<file path="config.mk">
export PLATFORM = sky130hd
export DESIGN_NAME = fb_rxreturn
export DESIGN_NICKNAME = d
export VERILOG_FILES = /design/src/rtl/fb_rxreturn.sv
export SDC_FILE = /design/constraint.sdc
export NUM_CORES = 1
export LEC_CHECK = 0
export ABC_AREA = 1
export CAP_MARGIN = 20
export CORE_MARGIN = 2
export CORE_UTILIZATION = 35
export DETAILED_ROUTE_END_ITERATION = 12
export GPL_TIMING_DRIVEN = 0
export PLACE_DENSITY_LB_ADDON = 0.2
export SLEW_MARGIN = 20
export SYNTH_ARGS = -nofsm -noshare
export SYNTH_HDL_FRONTEND = slang
export SYNTH_SLANG_ARGS = --single-unit
</file>
<file path="constraint.sdc">
create_clock -name clk_top -period 3.1 [get_ports clk_top]
set_clock_uncertainty 0.2 [all_clocks]
set_input_delay 0.62 -clock clk_top [delete_from_list [all_inputs] [get_ports clk_top]]
set_output_delay 0.62 -clock clk_top [all_outputs]
set_load 0.02 [all_outputs]
</file>
<file path="src/rtl/fb_rxreturn.sv">
// FreeDM master return-frame checker: arms on a launch state, validates the returning frame and strobes *FrameReturned.
// Optional error counters (CrcErrCnt/TypeErrCnt/StrayCnt) are enabled by defining FB_RX_ERRCNT_EN.
module fb_rxreturn #(
  parameter int TIMEOUT_CYC = 100000,
  parameter int MIN_LEN     = 4,
  parameter int CNT_W       = 20
) (
  input  logic             clk_top,
  input  logic             rst,
  input  logic             StateIdle,
  input  logic             StateNumb,
  input  logic             StateDist,
  input  logic             StateDelay,
  input  logic             StateDelayDist,
  input  logic             StateData,
  input  logic             RxValid,
  input  logic [7:0]       RxData,
  input  logic             RxSof,
  input  logic             RxEof,
  input  logic             RxCrcErr,
  output logic             NumbFrameReturned,
  output logic             DistFrameReturned,
  output logic             DelayFrameReturned,
  output logic             DelayDistFrameReturned,
  output logic             DataFrameReturned,
  output logic             ReturnTimeout,
  output logic [7:0]       NodeCount,
  output logic [CNT_W-1:0] RoundTripCnt
`ifdef FB_RX_ERRCNT_EN
  ,
  output logic [15:0]      CrcErrCnt,
  output logic [15:0]      TypeErrCnt,
  output logic [15:0]      StrayCnt
`endif
);

  localparam logic [7:0]       MIN_LEN_B = 8'(MIN_LEN);
  localparam logic [CNT_W-1:0] TO_LAST   = CNT_W'(TIMEOUT_CYC - 1);

  typedef enum logic {RX_IDLE, RX_BODY} rxState_t;

  rxState_t         r_state;
  logic             r_armed;
  logic [7:0]       r_expType;
  logic [CNT_W-1:0] r_cnt;
  logic [7:0]       r_type;
  logic [7:0]       r_len;
  logic [7:0]       r_nodeTmp;
  logic [4:0]       r_strobe;
  logic             r_timeout;
  logic [7:0]       r_nodeCount;
  logic [CNT_W-1:0] r_rtt;

  logic             w_launch;
  logic [7:0]       w_launchType;
  logic             w_armedEff;
  logic [7:0]       w_expEff;
  logic [CNT_W-1:0] w_cntEff;
  logic             w_inBody;
  logic [7:0]       w_lenInc;
  logic             w_eof;
  logic [7:0]       w_evType;
  logic [7:0]       w_evLen;
  logic [7:0]       w_evNode;
  logic             w_accept;
  logic             w_timeout;
  logic             w_cntMax;
  logic [4:0]       w_strobeNext;

  assign w_launch = StateNumb | StateDist | StateDelay | StateDelayDist | StateData;

  always_comb begin
    w_launchType = 8'h00;
    if (StateNumb)           w_launchType = 8'h01;
    else if (StateDist)      w_launchType = 8'h02;
    else if (StateDelay)     w_launchType = 8'h03;
    else if (StateDelayDist) w_launchType = 8'h04;
    else if (StateData)      w_launchType = 8'h05;
  end

  // A launch in the same cycle as an EOF judges that frame against the new type.
  assign w_armedEff = r_armed | w_launch;
  assign w_expEff   = w_launch ? w_launchType : r_expType;
  assign w_cntEff   = w_launch ? '0 : r_cnt;

  assign w_inBody  = (r_state == RX_BODY);
  assign w_lenInc  = (r_len == 8'hFF) ? 8'hFF : r_len + 8'd1;
  assign w_eof     = RxValid & RxEof & (RxSof | w_inBody) & ~StateIdle;
  assign w_evType  = RxSof ? RxData : r_type;
  assign w_evLen   = RxSof ? 8'd1 : w_lenInc;
  assign w_evNode  = (r_len == 8'd1) ? RxData : r_nodeTmp;
  assign w_accept  = w_eof & w_armedEff & (w_evType == w_expEff) & ~RxCrcErr
                   & (w_evLen >= MIN_LEN_B);
  assign w_timeout = r_armed & (r_cnt == TO_LAST);
  assign w_cntMax  = &r_cnt;

  always_comb begin
    w_strobeNext = '0;
    case (w_expEff)
      8'h01:   w_strobeNext[0] = 1'b1;
      8'h02:   w_strobeNext[1] = 1'b1;
      8'h03:   w_strobeNext[2] = 1'b1;
      8'h04:   w_strobeNext[3] = 1'b1;
      8'h05:   w_strobeNext[4] = 1'b1;
      default: w_strobeNext = '0;
    endcase
  end

  // Priority: Idle disarm, then accept (beats a same-cycle timeout), then launch, then timeout.
  always_ff @(posedge clk_top) begin
    if (rst) begin
      r_armed     <= 1'b0;
      r_expType   <= 8'h00;
      r_cnt       <= '0;
      r_strobe    <= '0;
      r_timeout   <= 1'b0;
      r_nodeCount <= 8'h00;
      r_rtt       <= '0;
    end else begin
      r_strobe  <= '0;
      r_timeout <= 1'b0;
      if (StateIdle) begin
        r_armed <= 1'b0;
      end else if (w_accept) begin
        r_armed     <= 1'b0;
        r_strobe    <= w_strobeNext;
        r_nodeCount <= w_evNode;
        r_rtt       <= w_cntEff;
      end else if (w_launch) begin
        r_armed   <= 1'b1;
        r_expType <= w_launchType;
        r_cnt     <= '0;
      end else if (w_timeout) begin
        r_timeout <= 1'b1;
        r_armed   <= 1'b0;
      end else if (r_armed && !w_cntMax) begin
        r_cnt <= r_cnt + 1'b1;
      end
    end
  end

  // Frame parser; the type byte is handled in the SOF cycle itself, so only IDLE/BODY remain.
  always_ff @(posedge clk_top) begin
    if (rst) begin
      r_state   <= RX_IDLE;
      r_type    <= 8'h00;
      r_len     <= 8'h00;
      r_nodeTmp <= 8'h00;
    end else if (StateIdle) begin
      r_state <= RX_IDLE;
    end else if (RxValid) begin
      if (RxSof) begin
        r_type  <= RxData;
        r_len   <= 8'd1;
        r_state <= RxEof ? RX_IDLE : RX_BODY;
      end else if (w_inBody) begin
        r_len <= w_lenInc;
        if (r_len == 8'd1) r_nodeTmp <= RxData;
        if (RxEof) r_state <= RX_IDLE;
      end
    end
  end

`ifdef FB_RX_ERRCNT_EN
  always_ff @(posedge clk_top) begin
    if (rst) begin
      CrcErrCnt  <= 16'h0000;
      TypeErrCnt <= 16'h0000;
      StrayCnt   <= 16'h0000;
    end else if (w_eof) begin
      if (RxCrcErr && CrcErrCnt != 16'hFFFF)
        CrcErrCnt <= CrcErrCnt + 16'd1;
      if (w_armedEff && (w_evType != w_expEff) && TypeErrCnt != 16'hFFFF)
        TypeErrCnt <= TypeErrCnt + 16'd1;
      if (!w_armedEff && StrayCnt != 16'hFFFF)
        StrayCnt <= StrayCnt + 16'd1;
    end
  end
`endif

  assign NumbFrameReturned      = r_strobe[0];
  assign DistFrameReturned      = r_strobe[1];
  assign DelayFrameReturned     = r_strobe[2];
  assign DelayDistFrameReturned = r_strobe[3];
  assign DataFrameReturned      = r_strobe[4];
  assign ReturnTimeout          = r_timeout;
  assign NodeCount              = r_nodeCount;
  assign RoundTripCnt           = r_rtt;

endmodule
</file>
Word-level counts from Yosys, hierarchy flattened
Index checks and enable logic that the tools add are counted. W data, S select, Z words.

Memory bits (read-only): 0. Memories: 0. Latch bits: 0. Output and inout bits: 34. Memory bits (writable): 0. Register bits: 88.

Bitwise logic cells: 18. Eq/ne operators: 10. Shift-type cells: 0. Divide/modulo/power cells: 0. Add/sub/neg operators: 2. Magnitude comparators: 1. Reduce and logical (&&, ||, !) cells: 16. Multiply operators: 0. Mux-type cells: 27.

Operator list (count): $mux W20 (4); $mux W8 (8); $add A20 B1 Y20 const B (1); $eq A20 B17 Y1 const B (1); $reduce_and A20 Y1 (1); $eq A8 B1 Y1 const B (2); $eq A8 B2 Y1 const B (2); $eq A8 B3 Y1 const B (2); $mux W3 (4); $mux W1 (11); $add A8 B1 Y8 const B (1); $and A1 B1 Y1 (8); $eq A8 B8 Y1 (1); $eq A8 B8 Y1 const B (1); $ge A8 B3 Y1 const B (1); $reduce_and A4 Y1 (2); $or A1 B1 Y1 (6); $reduce_and A2 Y1 (3); $reduce_bool A2 Y1 (3); $reduce_or A3 Y1 (2); $not A1 Y1 (4); $reduce_or A4 Y1 (1); $reduce_and A3 Y1 (1); $ne A2 B2 Y1 const B (1); 3 further kinds (3).

Logic depth before layout (Yosys ltp)
Gate-level depths: netlist (run 1).

Depth after elaboration: 12. Mapped depth: 16.

Worst setup path after synthesis (run 1)
No wires, ideal clock.

Kind: input to register. Start point: input port StateDelayDist. End point: register r_rtt[19] (netlist: RoundTripCnt[19]). Arrival: 2.065 ns. Stages on the path: 13. Library setup time: 0.116 ns. Buffers on the path: 3. Path slack: 0.719 ns. Cells stage by stage: nor2_4 inv_2 nor2_4 buf_6 nand2_1 xor2_1 nand2_1 nor2_4 nand3_4 buf_6 buf_2 a21oi_1 nor2_1.

Longest elaborated chain between the ends: 10.

RTL lines: start, declared (RTL line 14) `input logic StateDelayDist,`; $mux W3 (RTL line 77) `else if (StateDelayDist) w_launchType = 8'h04;`; $mux W3 (RTL line 76) `else if (StateDelay) w_launchType = 8'h03;`; $mux W3 (RTL line 75) `else if (StateDist) w_launchType = 8'h02;`; $mux W8 (RTL line 74) `if (StateNumb) w_launchType = 8'h01;`; $mux W8; $eq A8 B8 Y1 (RTL line 92) `assign w_accept = w_eof & w_armedEff & (w_evType == w_expEff) & ~RxCrcErr`; $and A1 B1 Y1 (2 in a row) (RTL line 92); $and A1 B1 Y1 (RTL line 93) `& (w_evLen >= MIN_LEN_B);`; $reduce_and A2 Y1 (no line); end signal, assigned (RTL line 128) `r_rtt <= w_cntEff;`; end, declared (RTL line 52) `logic [CNT_W-1:0] r_rtt;`.

Parallel ways exist; a longest one is shown, timed or not. A chain may end at the register's enable or synchronous reset.

Final worst setup path (run 1)
Start point: input port StateDelayDist. End point: register r_strobe[3].

Longest elaborated chain between the ends: 11.

RTL lines: $mux W3 (RTL line 77); $mux W3 (RTL line 76); $mux W3 (RTL line 75); $mux W8 (RTL line 74); $mux W8; $eq A8 B8 Y1 (RTL line 92); $and A1 B1 Y1 (2 in a row) (RTL line 92); $and A1 B1 Y1 (RTL line 93); $not A1 Y1 (no line); $reduce_or A3 Y1 (no line); end signal, assigned (RTL line 126) `r_strobe <= w_strobeNext;`; end, declared (RTL line 49) `logic [4:0] r_strobe;`.

Parallel ways exist; a longest one is shown, timed or not.

==> results of run 1 <==
-- cells in the final DEF (no fill, tap or decap), types with 16 or more instances in the layout --
master	n
a21oi_1	16
clkdlybuf4s50_1	51
dfxtp_1	88
inv_1	99
nand2_1	174
nand3_1	88
nand4_1	31
nor2_1	102
nor3_1	18
o21ai_0	49
-- per-layer routing --
| layer | vias up | wire [um] | GRT usage, % |
|---|---|---|---|
| li1 | 2532 | - | - |
| met4 | 0 | 286 | 6.98 |
| met3 | 21 | 834 | 4.51 |
| met1 | 2171 | 7060 | 29.1 |
| met5 | - | 0 | 0 |
| met2 | 147 | 5710 | 28.9 |
-- where the power goes --
group | switching [mW] | total, mW | leakage [nW] | internal (mW)
Sequential | 0.0333 | 1.19 | 0.716 | 1.16
Clock | 0.461 | 1.07 | 0.137 | 0.607
Combinational | 0.166 | 0.257 | 1.83 | 0.0908
Total | 0.661 | 2.52 | 2.68 | 1.86
-- critical path: stages --
cell and delay (ns):
clkdlybuf4s50_1 0.46, nor2_4 0.21, inv_2 0.06, nor2_4 0.12, buf_6 0.15, nand2_1 0.10, xor2_1 0.21, nor3b_1 0.24
nand3_1 0.20, clkbuf_2 0.27, nor4_2 0.29
-- sequential cells by signal, indices dropped and copies added, names as in the netlist, 5 cells and up --
| register | count |
|---|---|
| r_len | 8 |
| r_cnt | 20 |
| r_nodeTmp | 8 |
| RoundTripCnt | 20 |
| NodeCount | 8 |
| r_strobe | 5 |
| r_expType | 8 |
| r_type | 8 |
-- through the flow --
step	setup slack (ns)	util [%]	hold WS [ns]
finish	0.176	43.9	0.261
floorplan	0.719	-	0.235
global route	-0.0209	43.9	0.282
global placement	-0.258	41.6	0.248
CTS	0.0450	43.8	0.260
detailed placement	-0.317	41.6	0.249
-- timing repair --
item                                   in CTS  in global routing
setup endpoints to repair                   0                 16
hold buffers                                0                  0
resized for setup                           0                  4
endpoints found under the hold margin       0                  0
-- area by class of cell --
type	instances	area (um2)	area share (%)
sequential	88	1760	30.2
multi-input combinational	523	2480	42.4
clock inverter	4	27.5	0.472
tap	176	220	3.78
buffer	30	169	2.90
timing repair buffer	51	510	8.75
clock buffer	12	267	4.57
inverter	107	402	6.89
-- cells by family (layout without fill, tap and decap cells) --
kind of cell	Yosys count	count (layout)	share of synthesized area, %
adder cells (fa/ha/maj)	3	3	0.782
buffers and inverters	137	204	11.9
flip-flops	88	88	36.7
XOR/XNOR	1	1	0.183
AO/OA/AOI/OAI	77	77	8.40
multiplexers	6	6	1.41
AND/OR/NAND/NOR	436	436	40.7
-- worst paths after layout --
path                                             endpoint                 startpoint  slack, ns
worst max-delay path               r_strobe[3]$_SDFF_PP0_             StateDelayDist       0.18
worst min-delay path            r_expType[4]$_SDFFE_PP0P_  r_expType[4]$_SDFFE_PP0P_       0.26
worst max register to register     r_cnt[15]$_SDFFE_PP0P_      r_cnt[0]$_SDFFE_PP0P_       0.31
worst min register to register  r_expType[4]$_SDFFE_PP0P_  r_expType[4]$_SDFFE_PP0P_       0.26
==> flow_metrics.py, run 1 <==
metrics = {
    "run_status": {
        "outcome": "finished clean",
    },
    "sta": {
        "slew_viol_final": 0,
        "setup_viol": 0,
        "hold_viol": 0,
        "tightest_slew_ns": 0.656,
        "fin_tns_setup_ns": 0,
        "maxSlewHeadroom_pct": 56.3,
        "period_share_pct": 94.3,
        "period_needed_ns": 2.92,
        "max_freq_mhz": 342,
    },
    "finish": {
        "final-instance-count-excl-fill": 991,
        "design_area_um2": 5830,
        "drive_gt1_share_pct": 6.99,
        "fill_cells": 1406,
        "finalNetCount": 833,
        "syn2layout_area_growth_pct": 21.6,
        "diodes": 0,
    },
    "hold_path": {
        "holdPathStages": 2,
        "hold_path.class": "register to register",
    },
    "synthesis": {
        "synth_top_area_share_pct": 36.7,
        "syn-mean-instance-area_um2": 6.41,
        "synth_ff_type": "dfxtp_1",
        "synth_area_leaders": "dfxtp_1 37%, nand2_1 14%, nand3_1 9.2%",
        "yosysTopAreaCell": "dfxtp_1",
        "synth-seq-area-share_pct": 36.7,
        "yosysMostFrequentCell": "nand2_1",
        "syn_nets": 771,
        "yosysWarnings": 0,
        "yosysUniqueCellTypes": 33,
        "synth_edf_count": 0,
        "synth_common_cells": "174 x nand2_1, 103 x nor2_1, 99 x inv_1, 88 x dfxtp_1, 88 x nand3_1",
        "ys_ff_latch": 88,
        "synthArstFlopShare_pct": 0,
        "syn-instance-count": 748,
        "syn_area_um2": 4800,
    },
    "setup_path": {
        "crit_fanout": 10,
        "critPathCaptureType": "register",
        "crit_required_ns": 3.12,
        "critPathLaunchType": "input pin",
        "critPathKind": "input pin to register",
        "rr_worst_depth": 15,
        "crit_arrival_ns": 2.95,
    },
    "clocking": {
        "cts_setup_buffers": 0,
        "cts.path.max_buffers": 2,
        "cts_tree": "yes",
        "cts_inserted_buffers": 9,
        "cts.sinks": 88,
        "cts_root_buffer": "clkbuf_16",
        "insertion_delay_ns": 0.35,
        "path_clk_slew_ns": 0.07,
        "htree_levels": 3,
    },
    "global_route": {
        "overflow": 0,
        "antenna_found_initial": 0,
        "grt_usage_pct": 20.0,
        "grt_pass1_vias": 4549,
        "grt_pass1_wl_mm": 23.1,
        "grt_max_degree": 15,
    },
    "placement": {
        "dpl.hpwl_mm": 10.5,
        "dp_cells": 975,
        "place_congestion": 0.920,
        "place_area_um2": 5530,
        "portBuffers": 51,
    },
    "floorplan": {
        "ioPinCount": 54,
        "die_area_um2": 14700,
        "die_y_um": 121,
        "core_area_um2": 13300,
        "die_w_um": 121,
        "initial_core_util_pct": 36.1,
        "std_cell_rows": 42,
    },
    "detailed_routing": {
        "drt_pass1_iterations": 7,
        "drt_iter0_drc": 373,
        "wl_per_cell_um": 14.0,
        "drcViolationCount": 0,
        "via_per_inst": 4.92,
        "wirelength_mm": 13.9,
        "via_count": 4871,
        "ant_nets": 0,
    },
    "power": {
        "p_leak_nw": 2.68,
        "power.density_nw_per_um2": 432,
        "finalPower_mw": 2.52,
        "peakVddDrop_uv": 175,
    },
    "run": {
        "cap_viol_max_count": 0,
    },
}
No activity file was read; power rests on OpenSTA's default activity.
==> inputs of run 2 (changes only) <==
--- a/config.mk
+++ b/config.mk
@@ -10,6 +10,7 @@
 export CORE_MARGIN = 2
 export CORE_UTILIZATION = 35
 export DETAILED_ROUTE_END_ITERATION = 12
+export DONT_BUFFER_PORTS = 1
 export GPL_TIMING_DRIVEN = 0
 export PLACE_DENSITY_LB_ADDON = 0.2
 export SLEW_MARGIN = 20
==> run 2 against run 1 <==
  * Count of clock-buffer cells in the layout fell by 1
  * Largest power group unchanged
  * First-iteration DRC count rose by 1.9%
  * Sequential cell count stayed put
  * Sequential power about the same
  * Clock power increased by 9%
  * Register-to-register slack better by 0.05 ns
  * Hold slack got worse by 0.10 ns
  * Design area shrank 8.5%
  * Highest routed layer unchanged
  * Combinational power down 11%
  * Sequential share of layout area grew 2.8 points
==> flow_metrics.py, run 2 (synthesis gave the netlist of run 1 again) <==
metrics = {
    "power": {
        "power.density_nw_per_um2": 486,
        "p_comb_share_pct": 8.8,
        "switchingPower_mw": 0.653,
        "peakVddDrop_uv": 245,
        "internal_power_mw": 1.94,
        "power_frac_clock_pct": 45.2,
        "p_leak_nw": 2.51,
        "seq_power_share_pct": 46.0,
        "p_sw_share_pct": 25.2,
    },
    "detailed_routing": {
        "via_count": 4792,
        "drt_pass1_iterations": 5,
        "drt_iter0_drc": 380,
        "drcViolationCount": 0,
        "wl_per_cell_um": 14.5,
        "ant_nets": 0,
        "wirelength_mm": 13.6,
        "via_per_inst": 5.10,
    },
    "sta": {
        "whs_ns": 0.159,
        "maxSlewHeadroom_pct": 56.7,
        "grt_setup_unrepaired": "no",
        "hold_viol": 0,
        "period_needed_ns": 2.74,
        "tightest_slew_ns": 0.649,
        "setup_viol": 0,
        "period_share_pct": 88.5,
        "max_freq_mhz": 364,
        "slew_viol_final": 0,
        "fin_tns_setup_ns": 0,
    },
    "setup_path": {
        "critPathTopFamily": "simple AND/OR/NAND/NOR gates",
        "crit_required_ns": 3.14,
        "crit_fanout": 10,
        "critPathKind": "register to register",
        "path_buf_inv": 3,
        "slowest_stage": "dfxtp_1",
        "crit_start": "r_cnt[0]$_SDFFE_PP0P_",
        "crit-reg2reg-launch": "r_cnt[0]$_SDFFE_PP0P_",
        "rrSetupSlack_ns": 0.36,
        "crit_top_cell": "nand2_1",
        "critPathCaptureType": "register",
        "crit_chain": "ha_1 > nand2_1 > nor2_1 > nand2_1 > nor2_2 > nand3_1 > nand2_1 > nand2_1 > nand2_1 > inv_2 > nand3_2 > buf_2 > nand2_1 > inv_1 > nor2_1",
        "cpPeakStageDelay_ns": 0.46,
        "critPathLaunchType": "register",
        "crit_arrival_ns": 2.79,
    },
    "global_route": {
        "antenna_found_initial": 0,
        "grt_usage_pct": 19.3,
        "grt_pass1_vias": 4444,
        "grt_pass1_wl_mm": 22.3,
        "overflow": 0,
        "grt_max_degree": 15,
    },
    "clocking": {
        "cts.sinks": 88,
        "cts_inserted_buffers": 9,
        "cts_tree": "yes",
        "cts.path.max_buffers": 2,
        "path_clk_slew_ns": 0.07,
        "htree_levels": 3,
        "cts_root_buffer": "clkbuf_16",
        "insertion_delay_ns": 0.35,
        "hold_buffers": 0,
    },
    "finish": {
        "diodes": 0,
        "fill_cells": 1379,
        "drive_gt1_share_pct": 6.94,
        "syn2layout_area_growth_pct": 11.2,
        "final_common_cell": "nand2_1",
        "layout_common_cells": "174 x nand2_1, 102 x nor2_1, 99 x inv_1, 88 x dfxtp_1, 88 x nand3_1",
        "finalNetCount": 782,
    },
    "floorplan": {
        "die_area_um2": 14700,
        "initial_core_util_pct": 36.1,
        "die_y_um": 121,
        "std_cell_rows": 42,
        "die_w_um": 121,
        "ioPinCount": 54,
        "core_area_um2": 13300,
    },
    "hold_path": {
        "hold_path_startpoint": "RxValid",
        "hold_path.class": "input pin to register",
    },
    "placement": {
        "portBuffers": 0,
        "place_congestion": 0.913,
        "dpl.hpwl_mm": 10.4,
    },
    "run_status": {
        "outcome": "finished clean",
    },
    "run": {
        "cap_viol_max_count": 0,
    },
}
==> run 2: cell count changes in the layout (fill, tap and decap cells not counted), sizes merged <==
| cell | previous run | this run |
|---|---|---|
| clkdlybuf4s50 | 51 | 0 |
| bufinv | 0 | 2 |
| clkinvlp | 3 | 1 |
| clkbuf | 28 | 27 |
| clkinv | 4 | 5 |
==> run 2: worst paths after layout <==
| kind | to | depth (start not counted) |
|---|---|---|
| max | r_cnt[16]$_SDFFE_PP0P_ | 15 |
| min | r_state$_SDFFE_PP0P_ | 1 |
| max reg2reg | r_cnt[16]$_SDFFE_PP0P_ | 15 |
| min reg2reg | r_expType[4]$_SDFFE_PP0P_ | 2 |
==> run 2: stage by stage <==
step	setup slack, ns	cells	instance area (um2)	util, %	total power, mW
finish	0.356	940	5340	40.1	2.59
global route	0.0613	940	5340	40.1	2.70
CTS	0.284	940	5330	40.1	2.62
detailed placement	0.303	924	5020	37.7	1.44
global placement	0.296	924	5020	37.7	1.44
floorplan	0.719	748	4800	-	1.38
==> run 2: worst reg2reg max path: stages (launching register included) <==
cell	delay [ns]
dfxtp_1	0.46
ha_1	0.29
nand2_1	0.12
nor2_1	0.22
nand2_1	0.13
nor2_2	0.21
nand3_1	0.11
nand2_1	0.08
nand2_1	0.04
nand2_1	0.07
inv_2	0.09
nand3_2	0.15
buf_2	0.28
nand2_1	0.08
inv_1	0.06
nor2_1	0.04
==> run 2: power groups by stage <==
stage	Combinational, mW	Sequential (mW)	Clock (mW)
detailed placement	0.227	1.22	0
finish	0.229	1.19	1.17
floorplan	0.176	1.21	0
global route	0.262	1.20	1.24
CTS	0.228	1.19	1.20
global placement	0.224	1.22	0
==> run 2: cell type report <==
type	count	area (um2)	area share, %
Sequential cell	88	1760	33.0
Clock inverter	5	81.3	1.52
Multi-Input combinational cell	523	2470	46.3
Inverter	107	402	7.53
Tap cell	176	220	4.13
Clock buffer	11	233	4.36
Buffer	30	168	3.14
==> run 2: repair_timing <==
item                                    in CTS  in global routing
endpoints found under the setup margin       0                  8
buffers inserted                             0                  0
gates resized for setup                      0                  1
==> run 2: routing by layer <==
layer	part of all wire (%)	track usage [%]	vias up
li1	-	-	2437
met1	48	25.9	2187
met2	43	28.7	142
met3	6.6	5.40	26
met4	2.7	8.65	0
met5	0	0	-
